`config.mk`:
```
export PLATFORM = sky130hd
export DESIGN_NAME = bcd_countdown_timer
export DESIGN_NICKNAME = d
export VERILOG_FILES = /design/src/rtl/bcd_countdown_timer_pkg.sv /design/src/rtl/bcd_decrement_mmss.sv /design/src/rtl/bcd_countdown_timer.sv
export SDC_FILE = /design/constraint.sdc
export NUM_CORES = 1
export LEC_CHECK = 0
export CORE_ASPECT_RATIO = 0.5
export CORE_MARGIN = 2
export CORE_UTILIZATION = 50
export DETAILED_ROUTE_END_ITERATION = 10
export DONT_BUFFER_PORTS = 1
export GPL_TIMING_DRIVEN = 1
export MAX_ROUTING_LAYER = met4
export SLEW_MARGIN = 5
export SYNTH_ARGS = -nofsm -noshare
export SYNTH_HDL_FRONTEND = slang
export SYNTH_HIERARCHICAL = 1
export SYNTH_SLANG_ARGS = --single-unit
```
`constraint.sdc`:
```
create_clock -name clk -period 3 [get_ports clk]
set_input_delay 0.45 -clock clk [delete_from_list [all_inputs] [get_ports clk]]
set_output_delay 0.45 -clock clk [all_outputs]
set_load 0.03 [all_outputs]
```
`src/rtl/bcd_countdown_timer_pkg.sv`:
```
// Shared constants for the mm:ss BCD countdown timer: FSM encoding and BCD limits.
package bcd_countdown_timer_pkg;

    typedef logic [1:0] state_t;

    localparam logic [1:0] ST_IDLE    = 2'd0;
    localparam logic [1:0] ST_RUN     = 2'd1;
    localparam logic [1:0] ST_PAUSED  = 2'd2;
    localparam logic [1:0] ST_EXPIRED = 2'd3;

    localparam logic [15:0] BCD_ZERO     = 16'h0000;
    localparam logic [3:0]  SEC_TENS_MAX = 4'd5;
    localparam logic [3:0]  DIGIT_MAX    = 4'd9;

endpackage

```
`src/rtl/bcd_decrement_mmss.sv`:
```
// Combinational mm:ss BCD decrement with seconds wrap 00->59 and minute borrow,
// plus a digit range check (every digit <= 9, seconds tens <= 5).
module bcd_decrement_mmss
    import bcd_countdown_timer_pkg::*;
(
    input  logic [15:0] bcd_in,
    output logic [15:0] bcd_out,
    output logic        is_zero_next,
    output logic        valid_in
);

    logic [3:0] min_tens;
    logic [3:0] min_ones;
    logic [3:0] sec_tens;
    logic [3:0] sec_ones;
    logic [3:0] digit_ok;

    assign min_tens = bcd_in[15:12];
    assign min_ones = bcd_in[11:8];
    assign sec_tens = bcd_in[7:4];
    assign sec_ones = bcd_in[3:0];

    // Per-digit range limit: only the seconds tens digit (index 1) stops at 5.
    genvar gi;
    generate
        for (gi = 0; gi < 4; gi++) begin : g_digit_chk
            if (gi == 1) begin : g_sec_tens
                assign digit_ok[gi] = (bcd_in[gi*4 +: 4] <= SEC_TENS_MAX);
            end else begin : g_decimal
                assign digit_ok[gi] = (bcd_in[gi*4 +: 4] <= DIGIT_MAX);
            end
        end
    endgenerate

    assign valid_in = &digit_ok;

    // Borrow chain from seconds ones up to minutes tens; 0000 is never fed in by the top.
    always_comb begin
        bcd_out = bcd_in;
        if (sec_ones != 4'd0) begin
            bcd_out[3:0] = sec_ones - 4'd1;
        end else begin
            bcd_out[3:0] = DIGIT_MAX;
            if (sec_tens != 4'd0) begin
                bcd_out[7:4] = sec_tens - 4'd1;
            end else begin
                bcd_out[7:4] = SEC_TENS_MAX;
                if (min_ones != 4'd0) begin
                    bcd_out[11:8] = min_ones - 4'd1;
                end else begin
                    bcd_out[11:8]  = DIGIT_MAX;
                    bcd_out[15:12] = min_tens - 4'd1;
                end
            end
        end
    end

    assign is_zero_next = (bcd_out == BCD_ZERO);

endmodule

```
`src/rtl/bcd_countdown_timer.sv`:
```
// mm:ss BCD countdown timer: FSM, priority handling (clear > load > pause > start > tick),
// reload register and registered status outputs.
module bcd_countdown_timer
    import bcd_countdown_timer_pkg::*;
#(
    parameter bit AUTO_RELOAD = 1'b0
) (
    input  logic        clk,
    input  logic        rst_n,
    input  logic        tick_1hz,
    input  logic        load,
    input  logic [15:0] load_value,
    input  logic        start,
    input  logic        pause,
    input  logic        clear,
    output logic [15:0] time_out,
    output logic        running,
    output logic        expired,
    output logic        alarm,
    output logic        load_err
);

    logic [15:0] value_reg,    value_next;
    logic [15:0] reload_reg,   reload_next;
    state_t      state_reg,    state_next;
    logic        running_reg,  running_next;
    logic        expired_reg,  expired_next;
    logic        alarm_reg,    alarm_next;
    logic        load_err_reg, load_err_next;

    logic [15:0] dec_in;
    logic [15:0] dec_value;
    logic        dec_is_zero;
    logic        dec_valid;

    // One shared instance: on a load cycle only the range check matters (load outranks
    // tick), otherwise only the decrement result matters.
    assign dec_in = load ? load_value : value_reg;

    bcd_decrement_mmss u_dec (
        .bcd_in       (dec_in),
        .bcd_out      (dec_value),
        .is_zero_next (dec_is_zero),
        .valid_in     (dec_valid)
    );

    // Next-state and next-value selection in strict input priority order.
    always_comb begin
        value_next    = value_reg;
        reload_next   = reload_reg;
        state_next    = state_reg;
        expired_next  = 1'b0;
        load_err_next = 1'b0;

        if (clear) begin
            value_next = BCD_ZERO;
            state_next = ST_IDLE;
        end else if (load) begin
            if (dec_valid) begin
                value_next  = load_value;
                reload_next = load_value;
                state_next  = ST_IDLE;
            end else begin
                load_err_next = 1'b1;
            end
        end else if (pause) begin
            if (state_reg == ST_RUN) begin
                state_next = ST_PAUSED;
            end
        end else if (start) begin
            if (((state_reg == ST_IDLE) || (state_reg == ST_PAUSED)) && (value_reg != BCD_ZERO)) begin
                state_next = ST_RUN;
            end
        end else if (tick_1hz && (state_reg == ST_RUN)) begin
            if (dec_is_zero) begin
                expired_next = 1'b1;
                if (AUTO_RELOAD && (reload_reg != BCD_ZERO)) begin
                    value_next = reload_reg;
                end else begin
                    value_next = BCD_ZERO;
                    state_next = ST_EXPIRED;
                end
            end else begin
                value_next = dec_value;
            end
        end

        running_next = (state_next == ST_RUN);
        alarm_next   = (state_next == ST_EXPIRED);
    end

    // State, value and status registers; reset returns everything to zero/IDLE at once.
    always_ff @(posedge clk or negedge rst_n) begin
        if (!rst_n) begin
            value_reg    <= BCD_ZERO;
            reload_reg   <= BCD_ZERO;
            state_reg    <= ST_IDLE;
            running_reg  <= 1'b0;
            expired_reg  <= 1'b0;
            alarm_reg    <= 1'b0;
            load_err_reg <= 1'b0;
        end else begin
            value_reg    <= value_next;
            reload_reg   <= reload_next;
            state_reg    <= state_next;
            running_reg  <= running_next;
            expired_reg  <= expired_next;
            alarm_reg    <= alarm_next;
            load_err_reg <= load_err_next;
        end
    end

    assign time_out = value_reg;
    assign running  = running_reg;
    assign expired  = expired_reg;
    assign alarm    = alarm_reg;
    assign load_err = load_err_reg;

endmodule

```
; ---- Word-level counts from Yosys, hierarchy flattened
; Cells that the tools add are included.
[op_classes]
addsub = 4
n_reduce_logical = 12
muxes = 32
magnitude_cmp = 4
eq_ne = 7
[op_table]
columns = cell, count
row1 = $mux W16, 8
row2 = $mux W2, 9
row3 = $logic_not A16 Y1, 1
row4 = $mux W4, 4
row5 = $reduce_bool A16 Y1, 1
row6 = $sub A4 B1 Y4 const B, 4
row7 = $le A4 B4 Y1 const B, 3
row8 = $mux W12, 1
row9 = $reduce_bool A4 Y1, 3
row10 = $mux W1, 9
row11 = $mux W8, 1
row12 = $reduce_and A4 Y1, 2
row13 = $ne A3 B2 Y1 const B, 2
row14 = $eq A2 B1 Y1 const B, 2
row15 = $eq A2 B2 Y1 const B, 2
row16 = $le A4 B3 Y1 const B, 1
row17 = $ne A3 B1 Y1 const B, 1
row18 = $reduce_bool A3 Y1, 1
row19 = $logic_and A1 B1 Y1, 2
row20 = $logic_not A2 Y1, 1
row21 = $logic_or A1 B1 Y1, 1
[totals]
input_bits = 23
register_bits = 22
word_cells = 65

; ---- Longest topological paths before layout
[depth]
depth_word = 13
mapped_depth = 15

; ---- Modules after synthesis
; Netlist, hierarchy kept.
[modules_own_cells]
columns = module, instances, area_each_um2, cells_each
row1 = bcd_countdown_timer, 1, 1380.1, 159
row2 = bcd_decrement_mmss, 1, 419.2, 61

; ---- Least setup slack after synthesis
; Ideal clock, no wire load.
[synth_path]
path_type = input-to-reg
startpoint = in load
endpoint = reg value_reg[3] (netlist: time_out[3])
path_slack_ns = 0.011
n_path_buf = 3
required_time_ns = 2.875
cell_stages = 12
t_arrival_ns = 2.864
path_cell_list = buf_6 > clkbuf_1 > o21ai_0 > nor4_4 > nand4_1 > xnor2_1 > nor4_1 > nor2_1 > buf_2 > nand2_1 > a21oi_1 > mux2_4
[synth_between]
word_cells_on_any_way = 31
cone_classes = add/sub: 4 / order compare: 4 / eq/ne: 3 / mux: 13 / reduce/logical: 7
[synth_lines]
columns = element, line
row1 = from (decl), bcd_countdown_timer.sv:11  ; input logic load,
row2 = $mux W16, bcd_countdown_timer.sv:38  ; assign dec_in = load ? load_value : value_reg;
row3 = via dec_in[1], bcd_countdown_timer.sv:31  ; logic [15:0] dec_in;
row4 = $reduce_bool A4 Y1, bcd_decrement_mmss.sv:40  ; if (sec_ones != 4'd0) begin
row5 = $mux W12, bcd_decrement_mmss.sv:40
row6 = via dec_value[14], bcd_countdown_timer.sv:32  ; logic [15:0] dec_value;
row7 = $logic_not A16 Y1, bcd_decrement_mmss.sv:58  ; assign is_zero_next = (bcd_out == BCD_ZERO);
row8 = via dec_is_zero, bcd_countdown_timer.sv:33  ; logic dec_is_zero;
row9 = $mux W16, bcd_countdown_timer.sv:75  ; if (dec_is_zero) begin
row10 = $mux W16, bcd_countdown_timer.sv:74  ; end else if (tick_1hz && (state_reg == ST_RUN)) begin
row11 = $mux W16, bcd_countdown_timer.sv:70  ; end else if (start) begin
row12 = $mux W16, bcd_countdown_timer.sv:66  ; end else if (pause) begin
row13 = $mux W16, bcd_countdown_timer.sv:58  ; end else if (load) begin
row14 = $mux W16, bcd_countdown_timer.sv:55  ; if (clear) begin
row15 = to (signal assigned), bcd_countdown_timer.sv:103  ; value_reg <= value_next;
row16 = to (decl), bcd_countdown_timer.sv:23  ; logic [15:0] value_reg, value_next;
; The timed path passes the listed nets, and every way through them passes these cells. The select of a mux whose other input is x is not followed.
; A chain may end at the register's enable or synchronous reset.

; ---- Worst setup path in the final report
[layout_path]
startpoint = reg value_reg[10] (netlist: time_out[10])
endpoint = reg alarm_reg (netlist: alarm)
[layout_between]
elab_chain_len = 13
word_cells_on_any_way = 21
cone_classes = add/sub: 1 / order compare: 1 / eq/ne: 1 / mux: 13 / reduce/logical: 5
[layout_rtl]
columns = element, line
row1 = $mux W16, bcd_countdown_timer.sv:38
row2 = via dec_in[10], bcd_countdown_timer.sv:31
row3 = $reduce_bool A4 Y1, bcd_decrement_mmss.sv:48  ; if (min_ones != 4'd0) begin
row4 = $mux W4, bcd_decrement_mmss.sv:48
row5 = $mux W8, bcd_decrement_mmss.sv:44  ; if (sec_tens != 4'd0) begin
row6 = $mux W12, bcd_decrement_mmss.sv:40
row7 = via dec_value[14], bcd_countdown_timer.sv:32
row8 = $logic_not A16 Y1, bcd_decrement_mmss.sv:58
row9 = via dec_is_zero, bcd_countdown_timer.sv:33
row10 = $mux W2, bcd_countdown_timer.sv:75
row11 = $mux W2, bcd_countdown_timer.sv:74
row12 = $mux W2, bcd_countdown_timer.sv:70
row13 = $mux W2, bcd_countdown_timer.sv:66
row14 = $mux W2, bcd_countdown_timer.sv:58
row15 = $mux W2, bcd_countdown_timer.sv:55
row16 = $eq A2 B2 Y1, bcd_countdown_timer.sv:89  ; alarm_next = (state_next == ST_EXPIRED);
row17 = via alarm_next, bcd_countdown_timer.sv:28  ; logic alarm_reg, alarm_next;
row18 = to (signal assigned), bcd_countdown_timer.sv:108  ; alarm_reg <= alarm_next;
row19 = to (decl), bcd_countdown_timer.sv:28
; The timed path passes the listed nets, and every way through them passes these cells.

==> impl_metrics.toml <==
[pwr]
ir_drop_v = 0.000240
leakage_nw = 0.964
power_density_nw_per_um2 = 465

[final_layout]
final_cells = 293
syn_to_final_growth_pct = 16.0
largest_reg_flops = 16
final_util = 0.608
num-nets-final = 268
n_antenna_cell = 0
drive_gt1_frac = 0.260

[synthesis]
synth_top_area_share = 0.306
async_flop_share = 1.00
synthCells = 220
synth_seq_cells = 22
synth_fp_nets = 245
synth_edf_count = 0
yosys_warnings = 6
avgSynthCellArea_sq_um = 8.18
synth_area_leader_cell = "dfrtp_1"
synth_commonest_cells = "45 x nand2_1, 25 x o21ai_0, 22 x dfrtp_1"
synth.area.top_cells = "dfrtp_1 31%, nand2_1 9.4%, mux2_4 8.3%"
yosysMostFrequentCell = "nand2_1"
netlist_area_sq_um = 1800
ys.flop_type = "dfrtp_1"
synth_cell_types = 42
seq_area_frac_synth = 0.306

[sta]
fin_crit_sh = 0.927
timing.hold.ws_ps = 241
fin_tns_setup_ps = 0
worst_pin_slew_ps = 1070
setup_viol = 0
fmax_ghz = 0.360
report.final.hold_viol_count = 0
slew_headroom = 0.284
final.min_clock_period_ps = 2780
clock_skew_ps = 3.86
slew_violations = 0

[floorplan]
rows = 15
die-area_sq_um = 4120
start_util = 0.524
die_y_microns = 46.4
dieWidth_microns = 88.8
coreArea_sq_um = 3430
ios = 43

[setup_path]
critPathRequiredTime_ps = 3220
critPathArrivalTime_ps = 3000
path_buf_inv = 1
worstPathMaxFanout = 5
worstPathCellList = "inv_1 > o21ai_0 > nor4_2 > nand4_1 > xnor2_1 > nor4_2 > nand4b_1 > or3_1 > o21ai_0 > and2_1"
crit_path_top_delay_cell = "dfrtp_2"
crit_family = "simple AND/OR/NAND/NOR gates"
path_class = "register to register"
slowest_delay_ps = 500
cp-start-kind = "register"
cp-end-kind = "register"

[global_routing]
grt_pass1_vias = 1489
grt_max_degree = 38
busiest_layer = "met2"
grt.met1_usage = 0.344
grt_pass1_wl_mm = 7.27
grt_overflow = 0
use_met3 = 0.0717
antenna_found_initial = 0
grtUsageMet2 = 0.352
grt_usage = 0.242

[clock_network]
cts_tree = "done"
clock_sinks = 22
clk_latency_ps = 270
cts-htree-levels = 1
cts-buffers-inserted = 3
clockBufferDepth = 2
clk_pin_slew_worst_paths_ps = 90
cts-root-buf = "clkbuf_8"

[drt]
drc = 0
first_pass_iters = 4
vias = 1605
wire_per_inst_microns = 15.3
initialDrtViolationCount = 95
viasPerCell = 5.48
wl_mm = 4.48
antenna_left = 0

[job]
max_cap_violations = 0

[placed_design]
gp_congestion = 0.852
numPortBuffers = 0
hpwl_mm = 3.29
dpl.cell_count = 288

[status]
status = "finished, final reports clean"

[min_path]
hp-class = "primary input to register"
## cell families after synthesis
logic type | synth area share
AOI/OAI and AO/OA | 0.164
and+or+nand+nor | 0.266
adders and majority gates | 0.0139
xor gates and xnor gates | 0.0341
buffers and inverters | 0.0828
muxes | 0.133
DFF | 0.306
## final timing paths
| check | end | cells after the start | startpoint | slack (ps) |
|---|---|---|---|---|
| setup reg to reg | alarm$_DFF_PN0_ | 10 | time_out[10]$_DFFE_PN0P_ | 220 |
| setup / recovery | alarm$_DFF_PN0_ | 10 | time_out[10]$_DFFE_PN0P_ | 220 |
| hold / removal | expired$_DFF_PN0_ | 1 | pause | 240 |
| max in group asynchronous | time_out[10]$_DFFE_PN0P_ | 1 | rst_n | 1470 |
| hold reg to reg | expired$_DFF_PN0_ | 1 | state_reg[1]$_DFF_PN0_ | 570 |
| min in group asynchronous | alarm$_DFF_PN0_ | 1 | rst_n | 820 |
## what timing repair did
action | 4_1_cts | 5_1_grt
endpoints found under the hold margin | 22 | 0
hold buffers | 1 | 0
buffers inserted | 0 | 0
setup endpoints to repair | 16 | 20
pin swaps | 0 | 1
resized for setup | 1 | 5
## per-layer routing
metal	routed length, microns	share of wire	up-vias
met4	0	0	0
met3	300	0.067	0
met5	0	0	-
met1	2300	0.51	763
li1	-	-	801
met2	1880	0.42	41
## through the flow
step / instance area [sq um] / worst slack, ps / total power, mW
after floorplan: 1800 / 10.9 / 0.634
final: 2090 / 219 / 0.970
after global placement: 2000 / 86.6 / 0.730
after detailed placement: 2000 / -11.6 / 0.736
after global routing: 2090 / -54.5 / 1.03
after CTS: 2070 / 14.5 / 0.970
## placed cells by master, fill, tap and decap left out, types with 2 or more instances in the layout
| master | Yosys | layout |
|---|---|---|
| nand2_1 | 45 | 45 |
| buf_4 | 1 | 26 |
| o21ai_0 | 25 | 24 |
| inv_1 | 20 | 20 |
| dfrtp_1 | 22 | 20 |
| a21oi_1 | 19 | 19 |
| mux2_4 | 10 | 10 |
| nor2_1 | 10 | 9 |
| mux2_2 | 7 | 7 |
| nor4_1 | 7 | 5 |
| nor3_1 | 4 | 4 |
| clkbuf_8 | 0 | 4 |
| xor2_1 | 4 | 4 |
| nor2_2 | 2 | 3 |
| xnor2_1 | 3 | 3 |
| nand2b_1 | 2 | 2 |
| a21boi_0 | 2 | 2 |
| nand4b_1 | 2 | 2 |
| or3_1 | 2 | 2 |
| a21o_1 | 2 | 2 |
| dfrtp_2 | 0 | 2 |
| or2_2 | 2 | 2 |
| nor4_2 | 0 | 2 |
| nor4_4 | 2 | 2 |
| ha_1 | 2 | 2 |
## report_power, final
| group | total [mW] | internal, mW | leakage (nW) | switching [mW] |
|---|---|---|---|---|
| Combinational | 0.382 | 0.164 | 0.645 | 0.218 |
| Clock | 0.225 | 0.117 | 0.0288 | 0.108 |
| Sequential | 0.363 | 0.326 | 0.290 | 0.0370 |
## area by class of cell
cell class	instances	area (sq um)
Tap cell	51	63.8
Fill cell	310	1350
Inverter	20	75.1
Sequential cell	22	553
Timing Repair Buffer	28	225
Multi-Input combinational cell	168	1110
Clock buffer	4	55.1
No activity file was read; power rests on OpenSTA's default activity.
